## config.mk

```make
export PLATFORM = sky130hd
export DESIGN_NAME = cpu_sequencer
export DESIGN_NICKNAME = d
export VERILOG_FILES = /design/src/rtl/cpu_pkg.sv /design/src/rtl/cpu_alu.sv /design/src/rtl/cpu_sequencer.sv
export SDC_FILE = /design/constraint.sdc
export NUM_CORES = 1
export LEC_CHECK = 0
export ABC_AREA = 1
export CELL_PAD_IN_SITES_DETAIL_PLACEMENT = 1
export CELL_PAD_IN_SITES_GLOBAL_PLACEMENT = 2
export CORE_MARGIN = 2
export CORE_UTILIZATION = 29
export CTS_CLUSTER_SIZE = 40
export DETAILED_ROUTE_END_ITERATION = 7
export PLACE_DENSITY = 0.91
export SETUP_SLACK_MARGIN = 0.3
export SYNTH_ARGS = -nofsm -noshare
export SYNTH_HDL_FRONTEND = slang
export SYNTH_HIERARCHICAL = 1
export SYNTH_SLANG_ARGS = --single-unit
```

## constraint.sdc

```tcl
create_clock -name clk -period 2.45 [get_ports clk]
set_input_delay 0.3675 -clock clk [delete_from_list [all_inputs] [get_ports clk]]
set_output_delay 0.3675 -clock clk [all_outputs]
set_load 0.1 [all_outputs]
```

## src/rtl/cpu_pkg.sv

```systemverilog
// ----------------------------------------------------------------------------
// cpu_pkg -- shared widths, opcodes and controller states for the sample CPU.
// Rev 1.0
// ----------------------------------------------------------------------------
`default_nettype none

package cpu_pkg;

    localparam int ADDR_W = 6;
    localparam int DATA_W = 8;

    localparam logic [1:0]        OP_LOAD    = 2'b00;
    localparam logic [1:0]        OP_ADD     = 2'b01;
    localparam logic [1:0]        OP_STORE   = 2'b10;
    localparam logic [1:0]        OP_JMP     = 2'b11;
    localparam logic [DATA_W-1:0] INSTR_HALT = 8'hFF;

    typedef enum logic [2:0] {
        IDLE   = 3'd0,
        FETCH  = 3'd1,
        DECODE = 3'd2,
        READ   = 3'd3,
        EXEC   = 3'd4,
        STORE  = 3'd5,
        HALT   = 3'd6
    } state_t;

    function automatic logic [1:0] opcode_of(input logic [DATA_W-1:0] instr);
        return instr[DATA_W-1:DATA_W-2];
    endfunction

    function automatic logic [ADDR_W-1:0] operand_of(input logic [DATA_W-1:0] instr);
        return instr[ADDR_W-1:0];
    endfunction

endpackage

`default_nettype wire

```

## src/rtl/cpu_alu.sv

```systemverilog
// ----------------------------------------------------------------------------
// cpu_alu -- combinational LOAD/ADD datapath with 9-bit carry-out.
// Rev 1.0
// ----------------------------------------------------------------------------
`default_nettype none

module cpu_alu
    import cpu_pkg::*;
(
    input  logic              is_add,
    input  logic [DATA_W-1:0] acc,
    input  logic [DATA_W-1:0] operand,
    input  logic              carry_in,
    output logic [DATA_W-1:0] result,
    output logic              carry_out
);

    logic [DATA_W:0] sum;

    assign sum = {1'b0, acc} + {1'b0, operand};

    // LOAD passes the operand through and leaves the carry untouched.
    always_comb begin
        result    = operand;
        carry_out = carry_in;
        if (is_add) begin
            result    = sum[DATA_W-1:0];
            carry_out = sum[DATA_W];
        end
    end

endmodule

`default_nettype wire

```

## src/rtl/cpu_sequencer.sv

```systemverilog
// ----------------------------------------------------------------------------
// cpu_sequencer -- fetch/decode/execute controller driving the 64x8 memory.
// Rev 1.0
// ----------------------------------------------------------------------------
`default_nettype none

module cpu_sequencer
    import cpu_pkg::*;
#(
    parameter int                MAX_PUSH = 32,
    parameter logic [ADDR_W-1:0] START_PC = '0
) (
    input  logic              clk,
    input  logic              reset,
    input  logic              run,
    output logic [ADDR_W-1:0] mem_addr,
    output logic              mem_store,
    output logic [DATA_W-1:0] mem_wdata,
    input  logic [DATA_W-1:0] mem_rdata,
    output logic [DATA_W-1:0] acc_out,
    output logic [ADDR_W-1:0] pc_out,
    output logic              carry,
    output logic              retire,
    output logic              halted,
    output logic              fault
);

    localparam logic [ADDR_W:0] PUSH_LIMIT = (ADDR_W+1)'(MAX_PUSH);

    state_t            state;
    state_t            state_next;
    logic [ADDR_W-1:0] pc;
    logic [ADDR_W-1:0] pc_next;
    logic [DATA_W-1:0] ir;
    logic [DATA_W-1:0] ir_next;
    logic [DATA_W-1:0] acc;
    logic [DATA_W-1:0] acc_next;
    logic              carry_next;
    logic [ADDR_W:0]   push_cnt;
    logic [ADDR_W:0]   push_cnt_next;
    logic              fault_next;

    logic [DATA_W-1:0] alu_result;
    logic              alu_carry;

    cpu_alu u_alu (
        .is_add    (opcode_of(ir) == OP_ADD),
        .acc       (acc),
        .operand   (mem_rdata),
        .carry_in  (carry),
        .result    (alu_result),
        .carry_out (alu_carry)
    );

    always_ff @(posedge clk) begin
        if (reset) begin
            state    <= IDLE;
            pc       <= START_PC;
            ir       <= '0;
            acc      <= '0;
            carry    <= 1'b0;
            push_cnt <= '0;
            fault    <= 1'b0;
        end else begin
            state    <= state_next;
            pc       <= pc_next;
            ir       <= ir_next;
            acc      <= acc_next;
            carry    <= carry_next;
            push_cnt <= push_cnt_next;
            fault    <= fault_next;
        end
    end

    always_comb begin
        state_next    = state;
        pc_next       = pc;
        ir_next       = ir;
        acc_next      = acc;
        carry_next    = carry;
        push_cnt_next = push_cnt;
        fault_next    = fault;
        mem_addr      = pc;
        mem_store     = 1'b0;
        retire        = 1'b0;

        case (state)
            IDLE: begin
                if (run) begin
                    state_next = FETCH;
                end
            end

            FETCH: begin
                state_next = DECODE;
            end

            // Decode straight from the read data; ir only holds it for READ/EXEC.
            DECODE: begin
                ir_next = mem_rdata;
                pc_next = pc + ADDR_W'(1);
                if (mem_rdata == INSTR_HALT) begin
                    retire     = 1'b1;
                    state_next = HALT;
                end else begin
                    case (opcode_of(mem_rdata))
                        OP_LOAD, OP_ADD: state_next = READ;
                        OP_STORE:        state_next = STORE;
                        default: begin
                            pc_next    = operand_of(mem_rdata);
                            retire     = 1'b1;
                            state_next = FETCH;
                        end
                    endcase
                end
            end

            READ: begin
                mem_addr   = operand_of(ir);
                state_next = EXEC;
            end

            EXEC: begin
                acc_next   = alu_result;
                carry_next = alu_carry;
                retire     = 1'b1;
                state_next = FETCH;
            end

            // The push budget keeps the descending store pointer out of the program.
            STORE: begin
                if (push_cnt < PUSH_LIMIT) begin
                    mem_store     = 1'b1;
                    push_cnt_next = push_cnt + (ADDR_W+1)'(1);
                    retire        = 1'b1;
                    state_next    = FETCH;
                end else begin
                    fault_next = 1'b1;
                    state_next = HALT;
                end
            end

            HALT: begin
                state_next = HALT;
            end

            default: begin
                state_next = IDLE;
            end
        endcase
    end

    assign mem_wdata = acc;
    assign acc_out   = acc;
    assign pc_out    = pc;
    assign halted    = (state == HALT);

endmodule

`default_nettype wire
```

---- Word-level counts from Yosys, hierarchy flattened ----
Cells that the tools add are included.
storage, ports and cells
  register bits after elaboration ......... 34
  bits of input ports ..................... 11
  output and inout port bits .............. 33
  logic and storage cells ................. 44
operators by class
  add/subtract/negate cells ............... 3
  $lt $le $gt $ge ......................... 1
  equal/unequal tests ..................... 11
  muxes and demuxes ....................... 14
  bitwise operators ....................... 1
  reduce and logical (&&, ||, !) cells .... 7
operator list
  kind                 number
  $pmux 3 s7           1
  $mux 6               3
  $add 8x8->9          1
  $eq 3x3->1 const B   3
  $mux 3               3
  $eq 8x8->1 const B   1
  $mux 8               1
  $add 7x1->7 const B  1
  $lt 7x6->1 const B   1
  $add 6x1->6 const B  1
  $eq 3x2->1 const B   2
  $pmux 3 s2           1
  $reduce_and 2->1     3
  $eq 2x1->1 const B   2
  $mux 1               4
  $eq 3x1->1 const B   1
  $logic_not 3->1      1
  $pmux 1 s3           1
  $reduce_or 3->1      1
  $eq 2x2->1 const B   1
  $logic_not 2->1      1
  $ne 2x2->1 const B   1
  $reduce_or 2->1      1
  $not 1->1            1

---- Longest topological paths before layout ----
  depth after elaboration ................. 5
  depth in mapped cells ................... 13
  mapped depth without buffers ............ 13

---- Modules after synthesis ----
Netlist, hierarchy kept.
modules (own cells, without submodules)
  module         instances  cells each  area an instance (µm²)  sequential area each (µm²)
  cpu_sequencer  1          239         1,662.8                 680.7
  cpu_alu        1          87          466.7                   0.0

---- Worst setup path after synthesis ----
No wires, ideal clock.
  path type ............................... reg2out
  start point ............................. reg pc[3], in the netlist pc_out[3]
  end point ............................... out mem_addr[3]
  arrival ................................. 3.320 ns
  data required time ...................... 2.082 ns
  slack ................................... -1.237 ns
  stages on the path, launching flop included .. 3
  buffers on the path ..................... 0
  path through ............................ dfxtp_1 > inv_1 > o21ai_0
on the way
  word-level cells in the longest chain between the ends .. 1
RTL lines
  what                      line                 text
  start: declaration        cpu_sequencer.sv:32  logic [ADDR_W-1:0] pc;
  start signal: assignment  cpu_sequencer.sv:66  pc <= pc_next;
  $mux 6                    cpu_sequencer.sv:87  case (state)
  end: declaration          cpu_sequencer.sv:16  output logic [ADDR_W-1:0] mem_addr,
Every way passes these cells.

---- Worst setup path after layout ----
  start point ............................. in mem_rdata[6]
  end point ............................... out retire
on the way
  word-level cells in the longest chain between the ends .. 5
  elaborated cells between the ends (all ways) .. 8
  classes of those cells .................. 3 x eq/ne; 3 x mux; 2 x reduce/logical
RTL lines
  what                                      line                  text
  start: declaration                        cpu_sequencer.sv:19   input logic [DATA_W-1:0] mem_rdata,
  $eq 2x2->1, or another cell as far along  cpu_sequencer.sv:106  case (opcode_of(mem_rdata))
  $reduce_or 3->1 (no line)                 --
  $mux 1                                    cpu_sequencer.sv:106
  $mux 1 *                                  cpu_sequencer.sv:102  if (mem_rdata == INSTR_HALT) begin
  $pmux 1 s3 *                              cpu_sequencer.sv:87
  end: declaration                          cpu_sequencer.sv:23   output logic retire,
Mark *: on every way between the ends. The rest lies on a longest branch, timed or not.

==> impl_metrics.env <==
export IMPL_place_ws_ns=0.04917
export IMPL_ant_nets=0
export IMPL_irDropWorstVdd_mv=0.1653
export IMPL_status="completed"
export IMPL_synth_edf_count=0
export IMPL_track_usage=0.1603
export IMPL_rows=31
export IMPL_fin_util=0.3965
export IMPL_cts_hold_buf=0
export IMPL_path_cells="clkdlybuf4s50_1 -> nand2_1 -> o211ai_1 -> buf_12"
export IMPL_design_area_um2=2845
export IMPL_antenna_found_initial=0
export IMPL_clk_pin_slew_ns=0.07
export IMPL_ys_warn_count=6
export IMPL_min_period_ns=2.024
export IMPL_place_gp_congestion=0.7546
export IMPL_synth_area_per_cell_um2=6.532
export IMPL_final_cell_mix="nand2_1, nor2_1, buf_4"
export IMPL_fillers=905
export IMPL_drive_above_1_share=0.2358
export IMPL_cp_required_ns=2.08
export IMPL_maxCapViolCount=0
export IMPL_cts_tree="yes"
export IMPL_multiInputGateArea_um2=1254
export IMPL_synth_seq_area_share=0.3196
export IMPL_skew_ns=0.004450
export IMPL_async_reset_ff_frac=0
export IMPL_drt_wl_total_um=6085
export IMPL_cts_buffers=5
export IMPL_clockRootBuffer="clkbuf_8"
export IMPL_yosys_cell_types_count=36
export IMPL_fin_crit_sh=0.8262
export IMPL_ys_flop_type="dfxtp_1"
export IMPL_syn_inst=326
export IMPL_arrival_ns=1.66
export IMPL_grt_pass1_wl_um=9901
export IMPL_setup_ws_ns=0.4259
export IMPL_seq_area_um2=700.7
export IMPL_power_density_nw_per_um2=534.5
export IMPL_slew_viol_final=0
export IMPL_cp_slowest_cell="clkdlybuf4s50_1"
export IMPL_slowest_delay_ns=0.55
export IMPL_setup_violations=0
export IMPL_clock_fmax_ghz=0.4940
export IMPL_io_buffers=43
export IMPL_drt_iter0_markers=69
export IMPL_final_common_cell="nand2_1"
export IMPL_diodes=0
export IMPL_endpoint_kind="output pin"
export IMPL_start_util=0.2968
export IMPL_die_area_um2=8044
export IMPL_drc=0
export IMPL_dr_pass1_iters=4
export IMPL_worstSetupStartpointType="input pin"
export IMPL_nNetsFinal=391
export IMPL_cts_htree_levels=2
export IMPL_finalNonFillerCells=468
export IMPL_vias=2193
export IMPL_rsz0062_at_grt="yes"
export IMPL_synth_area_um2=2130
export IMPL_tightest_slew_ns=0.5249
export IMPL_avgRoutedWirePerCell_um=13.00
export IMPL_dieHeight_um=89.69
export IMPL_grt_pass1_vias=2082
export IMPL_leakage_nw=1.286
export IMPL_finalHoldViolCount=0
export IMPL_crit_type="in -> out"
export IMPL_slew_headroom=0.6497
export IMPL_synth_nets=348
export IMPL_drt_vias_per_instance=4.686
export IMPL_io_pins=44
export IMPL_place_hpwl_um=4521
export IMPL_clkSinkCount=34
export IMPL_tns_ns=0
export IMPL_cts_buffer_depth=2
export IMPL_cts_setup_buffers=0
export IMPL_clock_latency_ns=0.29
export IMPL_grt_max_degree=19
export IMPL_dp_cells=461
export IMPL_area_growth_pct=33.61
export IMPL_die_w_um=89.69
export IMPL_hold_path_class="reg -> reg"
export IMPL_overflow=0
export IMPL_coreArea_um2=7176
export IMPL_crit_fanout=5
export IMPL_dpl_instance_area_um2=2713
export IMPL_synth_seq_cells=34
-- metrics by stage --
stage	hold slack, ns	power [W]
floorplan	0.4101	0.0008818
CTS	0.4437	0.001549
finish	0.4380	0.001521
global placement	0.4206	0.0009808
global route	0.4719	0.001600
detailed placement	0.4324	0.0009887
-- area by class of cell --
class | count | share of cell area
clock buffer | 6 | 0.02902
clock inverter | 1 | 0.01055
inverter | 38 | 0.05101
multi-input combinational | 238 | 0.4406
sequential | 34 | 0.2463
tap | 99 | 0.04354
timing repair buffer | 52 | 0.1790
-- path summary, 6_finish.rpt --
path | startpoint | slack, ns | to | cells past startpoint
max reg2reg | acc_out[0] | 0.65 | carry | 12
min reg2reg | push_cnt[6] | 0.44 | push_cnt[6] | 2
max | mem_rdata[6] | 0.43 | retire | 4
min | push_cnt[6] | 0.44 | push_cnt[6] | 2
-- state kept, by name (all words and copies together) (netlist names) --
| register | flops |
|---|---|
| acc_out | 8 |
| ir | 8 |
| push_cnt | 7 |
| pc_out | 6 |
| state | 3 |
| carry | 1 |
| fault | 1 |
-- power by group --
part / internal [W] / switching [W] / total (W)
registers: 0.000575 / 0.0000225 / 0.000597
clock network: 0.000326 / 0.000219 / 0.000545
logic: 0.000118 / 0.000261 / 0.000379
-- critical path, delay by kind of cell --
family | cells | cell delay [ns]
simple gates | 1 | 0.16
buf+inv | 2 | 0.77
compound gates | 1 | 0.35
-- metal layers --
metal | share of wire | vias up | track usage | wire length, um
met5 | 0 | - | 0 | 0
met4 | 0.014 | 0 | 0.05427 | 87
met3 | 0.029 | 8 | 0.03473 | 178
met2 | 0.49 | 38 | 0.2721 | 2992
met1 | 0.46 | 1023 | 0.2008 | 2827
li1 | - | 1124 | - | -
-- Yosys cell counts (4+ instances only) --
master / number / area, um2
nand2_1: 85 / 319.1
o21ai_1: 5 / 25.02
dfxtp_1: 34 / 680.7
o21ai_0: 25 / 125.1
a21oi_1: 25 / 125.1
ha_1: 10 / 125.1
buf_4: 9 / 67.56
inv_1: 33 / 123.9
nand3_1: 19 / 95.09
nor2_1: 45 / 168.9
inv_2: 4 / 15.01
-- repair_timing --
action                     in CTS  in global routing
setup endpoints to repair       0                  4
resized for setup               0                  7
hold endpoints to repair        0                  0
-- cell families after synthesis --
kind of cell,count (synthesis),share of synthesized area
and+or+nand+nor,164,0.3308
AOI/OAI and AO/OA,61,0.1510
buffers and inverters,54,0.1210
DFF,34,0.3196
adders and majority gates,11,0.06816
xor gates and xnor gates,1,0.004114
muxes,1,0.005288
Note: power is estimated with default switching activity, not from simulation.
